$ cat config.mk
export PLATFORM = sky130hd
export DESIGN_NAME = tx_mode_sequencer
export DESIGN_NICKNAME = d
export VERILOG_FILES = /design/src/rtl/tx_pkg.sv /design/src/rtl/tx_mode_table.sv /design/src/rtl/tx_mode_sequencer.sv
export SDC_FILE = /design/constraint.sdc
export NUM_CORES = 1
export LEC_CHECK = 0
export ABC_AREA = 1
export ABC_CLOCK_PERIOD_IN_PS = 5200
export BUFFER_PORTS_ARGS = -buffer_cell sky130_fd_sc_hd__buf_4
export CORE_UTILIZATION = 60
export CTS_BUF_LIST = sky130_fd_sc_hd__clkbuf_16
export DETAILED_ROUTE_END_ITERATION = 16
export PLACE_DENSITY = 0.78
export SYNTH_ARGS = -nofsm -noshare
export SYNTH_HDL_FRONTEND = slang
export SYNTH_SLANG_ARGS = --single-unit
$ cat constraint.sdc
create_clock -name clock -period 5.2 [get_ports clock]
set_clock_uncertainty 0.05 [all_clocks]
set_input_delay 0.26 -clock clock [delete_from_list [all_inputs] [get_ports clock]]
set_output_delay 0.26 -clock clock [all_outputs]
set_load 0.1 [all_outputs]
$ cat src/rtl/tx_pkg.sv
// Shared types and constants for the transmit mode sequencer.
package tx_pkg;

    localparam int CTRL_W        = 4;
    localparam int DWELL_W       = 16;
    localparam int TX_DEPTH      = 8;
    localparam int GUARD_DEFAULT = 4;

    typedef logic [CTRL_W-1:0] tx_ctrl_t;

    typedef enum logic [2:0] {
        SEQ_IDLE,
        SEQ_LOAD,
        SEQ_GUARD,
        SEQ_RUN,
        SEQ_DONE
    } seq_state_e;

    typedef struct packed {
        tx_ctrl_t           ctrl;
        logic [DWELL_W-1:0] dwell;
    } mode_entry_t;

endpackage

$ cat src/rtl/tx_mode_table.sv
// Mode schedule storage: one write port from the config side, one
// combinational read port for the sequencer. Contents are never reset.
module tx_mode_table
    import tx_pkg::*;
#(
    parameter int DEPTH = TX_DEPTH,
    localparam int IDX_W = $clog2(DEPTH)
) (
    input  logic             clock,
    input  logic             wr_en,
    input  logic [IDX_W-1:0] wr_addr,
    input  mode_entry_t      wr_data,
    input  logic [IDX_W-1:0] rd_addr,
    output mode_entry_t      rd_data
);

    mode_entry_t mem [DEPTH];

    // Table write on an accepted config transfer.
    always_ff @(posedge clock) begin
        if (wr_en) begin
            mem[wr_addr] <= wr_data;
        end
    end

    assign rd_data = mem[rd_addr];

endmodule

$ cat src/rtl/tx_mode_sequencer.sv
// Steps through the programmable mode table, driving the TxCore mode word
// and muting the output for a guard gap whenever the mode changes.
//
// state      | meaning
// -----------+-------------------------------------------------------------
// SEQ_IDLE   | muted, config writes accepted, waiting for start
// SEQ_LOAD   | look up entry[cur_index]; zero-dwell entries are skipped here
// SEQ_GUARD  | muted gap after a mode change (or abort, then back to IDLE)
// SEQ_RUN    | unmuted for dwell cycles; next entry is looked up on expiry
// SEQ_DONE   | one-cycle done pulse, then IDLE
//
// The lookup of the following entry is folded into the last RUN cycle so
// back-to-back entries cost no extra cycle; only skipped entries spend a
// cycle in LOAD.
module tx_mode_sequencer
    import tx_pkg::*;
#(
    parameter int DEPTH = TX_DEPTH,
    parameter int GUARD = GUARD_DEFAULT,
    localparam int IDX_W = $clog2(DEPTH),
    localparam int NUM_W = IDX_W + 1
) (
    input  logic               clock,
    input  logic               reset,
    input  logic               cfg_valid,
    output logic               cfg_ready,
    input  logic [IDX_W-1:0]   cfg_addr,
    input  logic [CTRL_W-1:0]  cfg_ctrl,
    input  logic [DWELL_W-1:0] cfg_dwell,
    input  logic [NUM_W-1:0]   num_entries,
    input  logic               loop_en,
    input  logic               start,
    input  logic               abort,
    output logic [CTRL_W-1:0]  io_ctrl,
    output logic               mute,
    output logic               busy,
    output logic               done,
    output logic [IDX_W-1:0]   cur_index
);

    localparam logic [DWELL_W-1:0] GUARD_LOAD = DWELL_W'(GUARD - 1);
    localparam logic [DWELL_W-1:0] CNT_ONE    = DWELL_W'(1);
    localparam logic [NUM_W-1:0]   NUM_ONE    = NUM_W'(1);
    localparam logic [NUM_W-1:0]   NUM_MAX    = NUM_W'(DEPTH);

    seq_state_e         state_q, state_d;
    logic [IDX_W-1:0]   idx_q, idx_d;
    logic [DWELL_W-1:0] cnt_q, cnt_d;
    tx_ctrl_t           ctrl_q, ctrl_d;
    logic [NUM_W-1:0]   num_q, num_d;
    logic               loop_q, loop_d;
    logic               ran_q, ran_d;
    logic               aborting_q, aborting_d;
    logic               enter_entry;

    logic [NUM_W-1:0]   nxt, nxt2;
    logic               at_end, at_end2;
    logic [IDX_W-1:0]   nxt_idx, nxt2_idx, rd_addr;
    mode_entry_t        rd_entry, wr_entry;

    // Index arithmetic: one step ahead for RUN expiry, two for skipping a zero entry.
    assign nxt      = {1'b0, idx_q} + NUM_ONE;
    assign at_end   = (nxt == num_q);
    assign nxt_idx  = at_end ? '0 : nxt[IDX_W-1:0];
    assign nxt2     = {1'b0, nxt_idx} + NUM_ONE;
    assign at_end2  = (nxt2 == num_q);
    assign nxt2_idx = at_end2 ? '0 : nxt2[IDX_W-1:0];
    assign rd_addr  = (state_q == SEQ_RUN) ? nxt_idx : idx_q;

    assign wr_entry.ctrl  = cfg_ctrl;
    assign wr_entry.dwell = cfg_dwell;

    tx_mode_table #(.DEPTH(DEPTH)) u_table (
        .clock   (clock),
        .wr_en   (cfg_valid && cfg_ready),
        .wr_addr (cfg_addr),
        .wr_data (wr_entry),
        .rd_addr (rd_addr),
        .rd_data (rd_entry)
    );

    // State and datapath registers.
    always_ff @(posedge clock) begin
        if (reset) begin
            state_q    <= SEQ_IDLE;
            idx_q      <= '0;
            cnt_q      <= '0;
            ctrl_q     <= '0;
            num_q      <= '0;
            loop_q     <= 1'b0;
            ran_q      <= 1'b0;
            aborting_q <= 1'b0;
        end else begin
            state_q    <= state_d;
            idx_q      <= idx_d;
            cnt_q      <= cnt_d;
            ctrl_q     <= ctrl_d;
            num_q      <= num_d;
            loop_q     <= loop_d;
            ran_q      <= ran_d;
            aborting_q <= aborting_d;
        end
    end

    // Next-state, index and shared guard/dwell counter logic.
    always_comb begin
        state_d     = state_q;
        idx_d       = idx_q;
        cnt_d       = cnt_q;
        ctrl_d      = ctrl_q;
        num_d       = num_q;
        loop_d      = loop_q;
        ran_d       = ran_q;
        aborting_d  = aborting_q;
        enter_entry = 1'b0;

        case (state_q)
            SEQ_IDLE: begin
                if (start && !abort) begin
                    num_d      = (num_entries > NUM_MAX) ? NUM_MAX : num_entries;
                    loop_d     = loop_en;
                    idx_d      = '0;
                    ran_d      = 1'b0;
                    aborting_d = 1'b0;
                    state_d    = (num_entries == '0) ? SEQ_DONE : SEQ_LOAD;
                end
            end
            SEQ_LOAD: begin
                if (rd_entry.dwell == '0) begin
                    if (at_end) begin
                        // A wrap is only allowed if this pass ran something.
                        if (loop_q && ran_q) begin
                            idx_d = '0;
                            ran_d = 1'b0;
                        end else begin
                            state_d = SEQ_DONE;
                        end
                    end else begin
                        idx_d = nxt_idx;
                    end
                end else begin
                    enter_entry = 1'b1;
                end
            end
            SEQ_GUARD: begin
                if (cnt_q == '0) begin
                    if (aborting_q) begin
                        state_d    = SEQ_IDLE;
                        aborting_d = 1'b0;
                    end else begin
                        state_d = SEQ_RUN;
                        cnt_d   = rd_entry.dwell - CNT_ONE;
                        ran_d   = 1'b1;
                    end
                end else begin
                    cnt_d = cnt_q - CNT_ONE;
                end
            end
            SEQ_RUN: begin
                if (cnt_q == '0) begin
                    if (at_end && !loop_q) begin
                        state_d = SEQ_DONE;
                    end else begin
                        idx_d = nxt_idx;
                        if (at_end) begin
                            ran_d = 1'b0;
                        end
                        if (rd_entry.dwell != '0) begin
                            enter_entry = 1'b1;
                        end else if (at_end2 && !loop_q) begin
                            state_d = SEQ_DONE;
                        end else begin
                            idx_d   = nxt2_idx;
                            state_d = SEQ_LOAD;
                            if (at_end2) begin
                                ran_d = 1'b0;
                            end
                        end
                    end
                end else begin
                    cnt_d = cnt_q - CNT_ONE;
                end
            end
            SEQ_DONE: begin
                state_d = SEQ_IDLE;
            end
            default: begin
                state_d = SEQ_IDLE;
            end
        endcase

        if (enter_entry) begin
            if (rd_entry.ctrl != ctrl_q) begin
                state_d = SEQ_GUARD;
                ctrl_d  = rd_entry.ctrl;
                cnt_d   = GUARD_LOAD;
            end else begin
                state_d = SEQ_RUN;
                cnt_d   = rd_entry.dwell - CNT_ONE;
                ran_d   = 1'b1;
            end
        end

        // An abort already in progress is left to finish its guard gap.
        if (abort && (state_q != SEQ_IDLE) && !aborting_q) begin
            state_d    = SEQ_GUARD;
            ctrl_d     = '0;
            cnt_d      = GUARD_LOAD;
            aborting_d = 1'b1;
        end
    end

    assign cfg_ready = (state_q == SEQ_IDLE);
    assign busy      = (state_q != SEQ_IDLE);
    assign mute      = (state_q != SEQ_RUN);
    assign done      = (state_q == SEQ_DONE);
    assign io_ctrl   = ctrl_q;
    assign cur_index = idx_q;

endmodule

* Word-level counts from Yosys, hierarchy flattened *
Memories as Yosys holds them, arrays and structs flattened.
Index checks and enable logic that the tools add are counted.

storage, ports and cells
  register bits = 33
  latch bits = 0
  memory bits (writable) = 160
  bits in read-only memories = 0
  input bits = 33
  output and inout bits = 11
  word-level logic and storage cells = 139
  memories kept = 1

operators by class
  add/subtract/negate cells = 4
  multiply operators = 0
  divide/modulo/power cells = 0
  order comparisons = 1
  eq/ne operators = 33
  shifts and indexed selects = 0
  muxes and demuxes = 61
  bitwise operators = 0
  reduce and logical (&&, ||, !) cells = 29

memories
  memory       words  bits a word  rd ports  clocked after memory_dff  wr ports  RTL line             source
  u_table.mem  8      20           1         0                         1         tx_mode_table.sv:17  mode_entry_t mem [DEPTH];

operators with widths
  kind                                                                      count
  16-bit two-way mux                                                        5
  3-bit two-way mux                                                         22
  16-bit zero test                                                          2
  16-bit case mux with 2 select lines                                       1
  16-bit by 1-bit subtractor with 16-bit output (second input constant)     2
  1-bit two-way mux                                                         24
  4-bit inequality test (second input constant)                             6
  3-bit inequality test (second input constant)                             7
  16-bit nonzero test                                                       1
  7-bit AND reduction                                                       2
  3-bit case mux with 4 select lines                                        1
  3-bit nonzero test                                                        4
  3-bit case mux with 3 select lines                                        1
  3-bit AND reduction                                                       3
  3-bit by 1-bit adder with 4-bit output (second input constant)            2
  4-bit equality test                                                       2
  1-bit logical AND                                                         7
  3-bit by 2-bit equality test with 1-bit output (second input constant)    2
  2-bit two-way mux                                                         3
  3-bit by 1-bit inequality test with 1-bit output (second input constant)  2
  3-bit by 2-bit inequality test with 1-bit output (second input constant)  2
  6-bit AND reduction                                                       1
  5-bit by 4-bit inequality test with 1-bit output (second input constant)  1
  5-bit inequality test (second input constant)                             1
  other kinds (18)                                                          24

* Depth between registers and ports, before layout *
Gate-level depths: netlist of the first run.

  depth in word-level cells = 13
  gate-level depth with buffers = 28
  mapped depth without buffers = 26

* By module *
A second synthesis of the first run with hierarchy kept.

second synthesis, totals
  cell total of the unflattened synthesis = 1,195
  area, all modules = 9,989.6 µm²

modules (own cells, without submodules)
  module             times used  cells an instance  area each (µm²)  seq. area each (µm²)
  tx_mode_table      1           710                7,059.3          4,804.6
  tx_mode_sequencer  1           485                2,930.3          660.6

* Least setup slack after synthesis of the first run *
Ideal clock, no wire load.

  path type = flip-flop to flip-flop
  start = register state_q[1]
  end = memory u_table.mem[0][0] (netlist bit), enable pin
  library setup time = 0.397 ns
  arrival = 4.165 ns
  data required time = 4.753 ns
  slack = 0.588 ns
  cell stages (with the launch flop) = 8
  path buffers = 0
  period minus slack after synthesis = 4.612 ns
  cell sequence = dfxtp_1 > nor2_1 > inv_1 > nor2_1 > inv_1 > nor2_1 > nand2_1 > nor2_1

on the way
  cells in the longest elaborated chain, start to end = 4

RTL lines
  element                                  RTL line                  source
  from (decl)                              tx_mode_sequencer.sv:46   seq_state_e state_q, state_d;
  from (signal assigned)                   tx_mode_sequencer.sv:94   state_q <= state_d;
  3-bit zero test                          tx_mode_sequencer.sv:213  assign cfg_ready = (state_q == SEQ_IDLE);
  net cfg_ready                            tx_mode_sequencer.sv:26   output logic cfg_ready,
  1-bit logical AND                        tx_mode_sequencer.sv:75   .wr_en (cfg_valid && cfg_ready),
  1-bit two-way mux                        tx_mode_table.sv:21       if (wr_en) begin
  1-bit two-way mux (implied by the code)  tx_mode_table.sv:22       mem[wr_addr] <= wr_data;
  to (decl)                                tx_mode_table.sv:17

The timed path passes the listed nets, and every way through them passes these cells.

* Final worst setup path of the first run *
  start = register idx_q[0] (netlist: cur_index[0])
  end = register cnt_q[4]

on the way
  cells in the longest elaborated chain, start to end = 12
  elaborated cells between the ends (all ways) = 24
  classes of those cells = add/sub: 2; eq/ne: 4; mux: 12; reduce/logical: 5; memory: 1

RTL lines
  element                                                                          RTL line                 source
  from (decl)                                                                      tx_mode_sequencer.sv:47  logic [IDX_W-1:0] idx_q, idx_d;
  from (signal assigned)                                                           tx_mode_sequencer.sv:95  idx_q <= idx_d;
  parallel branches: the longest is 12 deep, another holds memory read 8 x 20 bit  -
  to (signal assigned)                                                             tx_mode_sequencer.sv:96  cnt_q <= cnt_d;
  to (decl)                                                                        tx_mode_sequencer.sv:48  logic [DWELL_W-1:0] cnt_q, cnt_d;

Parallel ways; which one is timed is not known. The select of a mux whose other input is x is not followed.
A chain may end at the register's enable or synchronous reset.

==> load_flow_metrics.sql, run 1 <==
INSERT INTO impl_metrics (metric_group, metric, value, unit) VALUES
('yosys', 'ys_types', '43', ''),
('yosys', 'yosys_register_bits', '193', ''),
('drt', 'detail-route-antenna-nets', '0', ''),
('hold_path', 'hold_path_depth', '1', ''),
('clock_network', 'clk_latency', '430', 'ps'),
('global_route', 'overflow', '0', ''),
('floorplanning', 'starting_density_of_the_core', '62.1', '%'),
('pwr', 'cellLeakagePower', '4.88', 'nW'),
('run', 'timing.max_cap.violations', '0', ''),
('yosys', 'async_reset_ff_share', '0', '%'),
('clock_network', 'max-clock-path-buffers', '2', ''),
('clock_network', 'cts_inserted_buffers', '17', ''),
('floorplanning', 'die_y', '134', 'um'),
('timing', 'rsz0062_at_grt', 'no', ''),
('placed_design', 'dp_hpwl', '16900', 'um'),
('setup_path', 'r2r_end', 'cnt_q[4]', ''),
('setup_path', 'worst-endpoint-required', '5520', 'ps'),
('yosys', 'dominantRegCellSynth', 'edfxtp_1', ''),
('global_route', 'grt_pass1_wl', '41200', 'um'),
('timing', 'final_max_slew_viols', '0', ''),
('yosys', 'post_synth.cell_area_avg', '8.53', 'sq um'),
('global_route', 'grt.total_usage', '30.1', '%'),
('clock_network', 'ctsResizeCount', '0', ''),
('status', 'run_status', 'finished, final reports clean', ''),
('timing', 'finalSetupViolCount', '0', ''),
('placed_design', 'placedInstanceArea', '0.0109', 'sq mm'),
('floorplanning', 'fp.dieW', '134', 'um'),
('placed_design', 'post-place-cells', '1458', ''),
('pwr', 'vdd_ir_drop_max', '0.000393', 'V'),
('drt', 'wl_met1', '11200', 'um'),
('drt', 'drtIter0Drc', '856', ''),
('setup_path', 'path_max_fanout', '67', ''),
('clock_network', 'worst_setup_hold_path_clk_slew', '70', 'ps'),
('hold_path', 'worst_hold_path.endpoint', 'u_table.mem[4][7]', ''),
('hold_path', 'worstHoldStart', 'cfg_dwell[7]', ''),
('global_route', 'grt_antenna_before_repair', '0', ''),
('timing', 'timing_hold_violations_final', '0', ''),
('drt', 'met2WireLength', '12400', 'um'),
('timing', 'finalCritPeriodShare', '88.2', '%'),
('setup_path', 'worst_setup_path_end_kind', 'register', ''),
('setup_path', 'r2r-start', 'cur_index[0]', ''),
('setup_path', 'setup.worst_path.start_class', 'register', ''),
('drt', 'drt_wl_total', '25700', 'um'),
('timing', 'timing.slew.headroom', '21.5', '%'),
('layout', 'final_design_area_no_fill', '0.0115', 'sq mm'),
('layout', 'multiInputGateArea', '0.00406', 'sq mm'),
('setup_path', 'worstPathArrival', '4900', 'ps'),
('global_route', 'first_global_vias', '7949', ''),
('timing', 'final_period_minus_worst_setup_slack', '4580', 'ps'),
('layout', 'synthToLayoutAreaGrowth', '10.8', '%'),
('layout', 'final_nets', '1300', ''),
('timing', 'worst_pin_slew', '1180', 'ps'),
('clock_network', 'cts_num_sinks', '193', ''),
('yosys', 'seq_area_frac_synth', '52.5', '%'),
('floorplanning', 'core-area', '0.0168', 'sq mm'),
('drt', 'via_count', '8439', ''),
('setup_path', 'origin_of_the_worst_setup_path', 'cur_index[0]', ''),
('setup_path', 'rrSetupSlack', '620', 'ps'),
('placed_design', 'placement.setup.worst_slack', '715', 'ps'),
('placed_design', 'final_estimated_routing_congestion_in_global_placement', '0.976', ''),
('pwr', 'cellPowerDensity', '467', 'mW/mm^2'),
('floorplanning', 'die-area', '0.0179', 'sq mm'),
('floorplanning', 'floorplan.io_pins', '44', ''),
('drt', 'top_signal_layer_used', 'met4', ''),
('yosys', 'yosys_warnings', '0', ''),
('layout', 'fillerInstances', '1360', ''),
('layout', 'finalCoreUtilization', '68.9', '%'),
('timing', 'finalWorstSetupSlack', '615', 'ps'),
('yosys', 'synth_nets', '1259', ''),
('layout', 'final-instance-count-excl-fill', '1495', ''),
('drt', 'vias_per_cell', '5.64', '');
-- registers in the layout (all words and copies together), names as in the netlist --
signal,cells
cnt_q,16
loop_q,1
cur_index,3
io_ctrl,4
num_q,4
aborting_q,1
u_table.mem,160
state_q,3
ran_q,1
-- worst max-delay path by stage --
stage	end	cells past startpoint
floorplan	u_table.mem[0][0]	7
global placement	cnt_q[0]	25
detailed placement	cnt_q[4]	25
CTS	cnt_q[4]	25
global route	cnt_q[4]	26
finish	cnt_q[4]	26
-- cells in the mapped netlist, types with 2 or more instances --
cell type	instances	area (sq um)
a211oi_1	3	22.5
a21oi_1	24	120
buf_2	20	100
buf_4	8	60.1
buf_6	11	124
clkbuf_1	6	22.5
clkinv_1	2	7.51
dfxtp_1	33	661
edfxtp_1	160	4800
ha_1	5	62.6
inv_1	155	582
inv_2	3	11.3
nand2_1	315	1180
nand2_2	8	50.1
nand2_4	7	78.8
nand3_1	179	896
nand3_4	2	35.0
nand3b_1	47	353
nand4_1	7	43.8
nor2_1	108	405
nor2_2	7	43.8
nor2_4	5	56.3
nor3_1	9	45.0
nor4_1	3	18.8
o211ai_1	11	82.6
o21ai_0	33	165
o21ai_1	16	80.1
xnor2_1	5	43.8
xor2_1	15	131
-- through the flow --
stage	hold slack [ps]	power (mW)
5_1_grt	0.107	5.72
2_1_floorplan	309	3.56
4_1_cts	0.665	5.37
3_3_place_gp	421	4.00
6_report	9.01	5.39
3_5_place_dp	423	4.02
-- what timing repair did --
action	CTS	global route
buffers inserted	0	0
hold buffers	1	4
hold endpoints to repair	1	25
-- kinds of logic after synthesis --
family                     share of synthesized area (%)
and+or+nand+nor                                     31.2
buffers and inverters                               8.75
DFF                                                 52.5
AOI/OAI and AO/OA                                   5.29
xor gates and xnor gates                            1.68
adders and majority gates                          0.601
-- metal layers --
layer  GRT usage, %  up-vias
met1           41.3     3963
li1               -     4109
met3           5.56       54
met5              0        -
met4           8.52        0
met2           49.0      313
-- placed cells by master, fill, tap and decap left out, drive strengths merged, types with 3 or more instances in the layout --
cell type	instances
nand2	330
nand3	182
inv	164
edfxtp	160
nor2	120
buf	63
o21ai	50
nand3b	47
dfxtp	33
a21oi	25
clkbuf	17
xor2	15
o211ai	11
nor3	9
nand4	8
clkinv	7
xnor2	5
ha	5
dlygate4sd3	5
nor4	3
a211oi	3
-- critical path: stages, from the launching register on --
cell and delay (ps):
dfxtp_1 490, ha_1 250, inv_1 70, nand2_1 100, nand3_1 70, nand2_1 80, nor2_1 60, nand2_4 110
nand3_4 260, nand2_4 630, buf_4 400, nand2_1 120, nand3_1 120, nand2_1 70, nand2_1 60, nand2_1 100
nor2_1 180, nand2_1 80, nor2_2 170, nand2_4 100, nand3_4 160, nand2_4 200, inv_2 220, nand2_1 60
o21ai_0 110, nor2_1 60, nor2_1 90
-- final cells by class --
type / count / share of cell area, %
Multi-Input combinational cell: 822 / 35.2
Inverter: 160 / 5.20
Clock buffer: 17 / 3.69
Clock inverter: 15 / 1.67
Timing Repair Buffer: 68 / 4.53
Sequential cell: 193 / 47.3
Tap cell: 220 / 2.38
-- power breakdown --
part / total (mW) / leakage (nW) / switching [mW] / internal, mW
Sequential: 1.90 / 1.72 / 0.0925 / 1.81
Combinational: 2.14 / 2.87 / 1.49 / 0.650
Clock: 1.36 / 0.296 / 0.622 / 0.733
Power figures use the tool's default switching activity.
==> run 2: changes to the inputs <==
--- a/config.mk
+++ b/config.mk
@@ -8,10 +8,9 @@
 export ABC_AREA = 1
 export ABC_CLOCK_PERIOD_IN_PS = 5200
 export BUFFER_PORTS_ARGS = -buffer_cell sky130_fd_sc_hd__buf_4
-export CORE_UTILIZATION = 60
+export CORE_UTILIZATION = 40
 export CTS_BUF_LIST = sky130_fd_sc_hd__clkbuf_16
 export DETAILED_ROUTE_END_ITERATION = 16
-export PLACE_DENSITY = 0.78
 export SYNTH_ARGS = -nofsm -noshare
 export SYNTH_HDL_FRONTEND = slang
 export SYNTH_SLANG_ARGS = --single-unit
==> load_flow_metrics.sql, run 2 (synthesis gave the netlist of run 1 again) <==
INSERT INTO impl_metrics (metric_group, metric, value, unit) VALUES
('setup_path', 'path_max_fanout', '48', ''),
('clock_network', 'tritoncts', 'yes', ''),
('status', 'run_status', 'finished, final reports clean', ''),
('layout', 'diodes', '0', ''),
('drt', 'vias_per_cell', '5.10', ''),
('layout', 'final_nets', '1304', ''),
('layout', 'largestRegisters', 'u_table.mem (160), cnt_q (16)', ''),
('placed_design', 'dp_hpwl', '18500', 'um'),
('clock_network', 'htreeDepth', '4', ''),
('layout', 'largest_register_ffs', '160', ''),
('clock_network', 'worst_setup_hold_path_clk_slew', '80', 'ps'),
('floorplanning', 'floorplan.io_pins', '44', ''),
('clock_network', 'cts_inserted_buffers', '17', ''),
('drt', 'detail-route-antenna-nets', '0', ''),
('drt', 'post_drt_wl_per_cell', '16.9', 'um'),
('clock_network', 'cts.repair_timing.setup_buffer_count', '0', ''),
('drt', 'drt_first_pass_iters', '5', ''),
('timing', 'fmaxAchievable', '236', 'MHz'),
('drt', 'via_count', '8194', ''),
('setup_path', 'worstPathArrival', '4530', 'ps'),
('placed_design', 'placedInstanceArea', '0.0110', 'sq mm'),
('timing', 'final_period_minus_worst_setup_slack', '4240', 'ps'),
('clock_network', 'ctsResizeCount', '0', ''),
('hold_path', 'hold_path.class', 'input port to register', ''),
('clock_network', 'cts-hold-fix-buffers', '8', ''),
('clock_network', 'clk_root_buffer_cell', 'clkbuf_16', ''),
('global_route', 'pin_count_of_the_biggest_net_entering_global_routing', '57', ''),
('timing', 'timing_hold_violations_final', '0', ''),
('run', 'timing.max_cap.violations', '0', ''),
('global_route', 'grt_pass1_wl', '43500', 'um'),
('clock_network', 'max-clock-path-buffers', '2', ''),
('pwr', 'vdd_ir_drop_max', '0.000553', 'V'),
('global_route', 'overflow', '0', ''),
('timing', 'timing.slew.headroom', '45.4', '%'),
('timing', 'final_max_slew_viols', '0', ''),
('global_route', 'first_global_vias', '7789', ''),
('drt', 'drt_wl_total', '27200', 'um'),
('drt', 'drtIter0Drc', '646', ''),
('placed_design', 'io_buffers', '43', ''),
('pwr', 'cellPowerDensity', '456', 'mW/mm^2'),
('clock_network', 'clk_latency', '440', 'ps'),
('setup_path', 'worst-endpoint-required', '5480', 'ps'),
('timing', 'setup_tns', '0', 'ps'),
('floorplanning', 'fp.dieW', '163', 'um'),
('timing', 'finalSetupViolCount', '0', ''),
('floorplanning', 'starting_density_of_the_core', '41.1', '%'),
('layout', 'synthToLayoutAreaGrowth', '12.0', '%'),
('layout', 'layout_commonest_cell', 'nand2_1', ''),
('global_route', 'grt.total_usage', '21.4', '%'),
('timing', 'rsz0062_at_grt', 'no', ''),
('drt', 'post-route-drc-count', '0', ''),
('floorplanning', 'rows', '58', ''),
('floorplanning', 'die_y', '163', 'um'),
('layout', 'post_route_cells_drive_above_1_share', '10.9', '%'),
('timing', 'finalCritPeriodShare', '81.6', '%'),
('timing', 'worst_pin_slew', '816', 'ps'),
('placed_design', 'final_estimated_routing_congestion_in_global_placement', '0.942', ''),
('setup_path', 'setup.worst_path.start_class', 'register', ''),
('global_route', 'grt_antenna_before_repair', '0', ''),
('pwr', 'cellLeakagePower', '4.87', 'nW'),
('floorplanning', 'core-area', '0.0253', 'sq mm'),
('layout', 'layout_common_cells', 'nand2_1 (314), nand3_1 (179), edfxtp_1 (160)', ''),
('floorplanning', 'die-area', '0.0267', 'sq mm'),
('clock_network', 'cts_num_sinks', '193', ''),
('setup_path', 'worst_setup_path_end_kind', 'register', ''),
('timing', 'finalHoldWorstSlack', '6.70', 'ps'),
('layout', 'final_design_area_no_fill', '0.0117', 'sq mm'),
('setup_path', 'crit_type', 'register to register', ''),
('layout', 'top_register', 'u_table.mem', '');
## run 2: path summary, 6_finish.rpt
check / from / to / slack (ps) / depth (start not counted)
min reg2reg: num_q[0] / num_q[0] / 430 / 2
max: cur_index[0] / io_ctrl[0] / 960 / 24
min: cfg_dwell[14] / u_table.mem[1][14] / 7 / 1
max reg2reg: cur_index[0] / io_ctrl[0] / 960 / 24
## run 2: critical path, stage by stage, from the launching register on
cell	delay, ps
dfxtp_1	300
buf_4	160
ha_1	350
xor2_1	170
a21oi_2	180
nand2_4	120
nand3_4	170
nand2_4	290
buf_12	290
nand2_1	90
nand3_1	90
nand3_1	100
nand2_1	170
nand2_2	150
clkinv_1	90
nand2_1	90
nor2_2	50
nand2_4	90
nand3_4	150
nand2_4	280
inv_2	150
nor2_2	180
clkinv_1	110
a21oi_1	130
nor2_1	50
## run 2: where the power goes
part | total [mW] | internal (mW) | leakage [nW] | switching [mW]
logic | 2.19 | 0.656 | 2.89 | 1.53
registers | 1.89 | 1.81 | 1.72 | 0.0856
clock network | 1.24 | 0.619 | 0.262 | 0.618
## run 2: stage by stage
step           utilization (%)  instances  power, mW  setup WS [ps]
2_1_floorplan                -       1221       3.56            588
5_1_grt                   46.0       1608       5.67            593
6_report                  46.0       1608       5.32            956
3_5_place_dp              43.5       1567       4.08           1020
4_1_cts                   46.0       1606       5.33            991
3_3_place_gp              43.5       1567       4.09           1110
## run 2: layout make-up
class | count | area (sq um)
multi-input cells | 822 | 4070
clock inverters | 14 | 113
inverters | 160 | 601
fillers | 2444 | 13700
clock buffers | 17 | 425
repair buffers | 72 | 578
flip-flops and latches | 193 | 5470
well taps | 330 | 413
## run 2: metal layers
metal	GRT usage, %	vias up	routed length [um]
met5	0	-	0
met4	7.31	0	654
met3	4.24	45	1290
met2	34.4	230	12700
met1	28.8	3805	12600
li1	-	4114	-
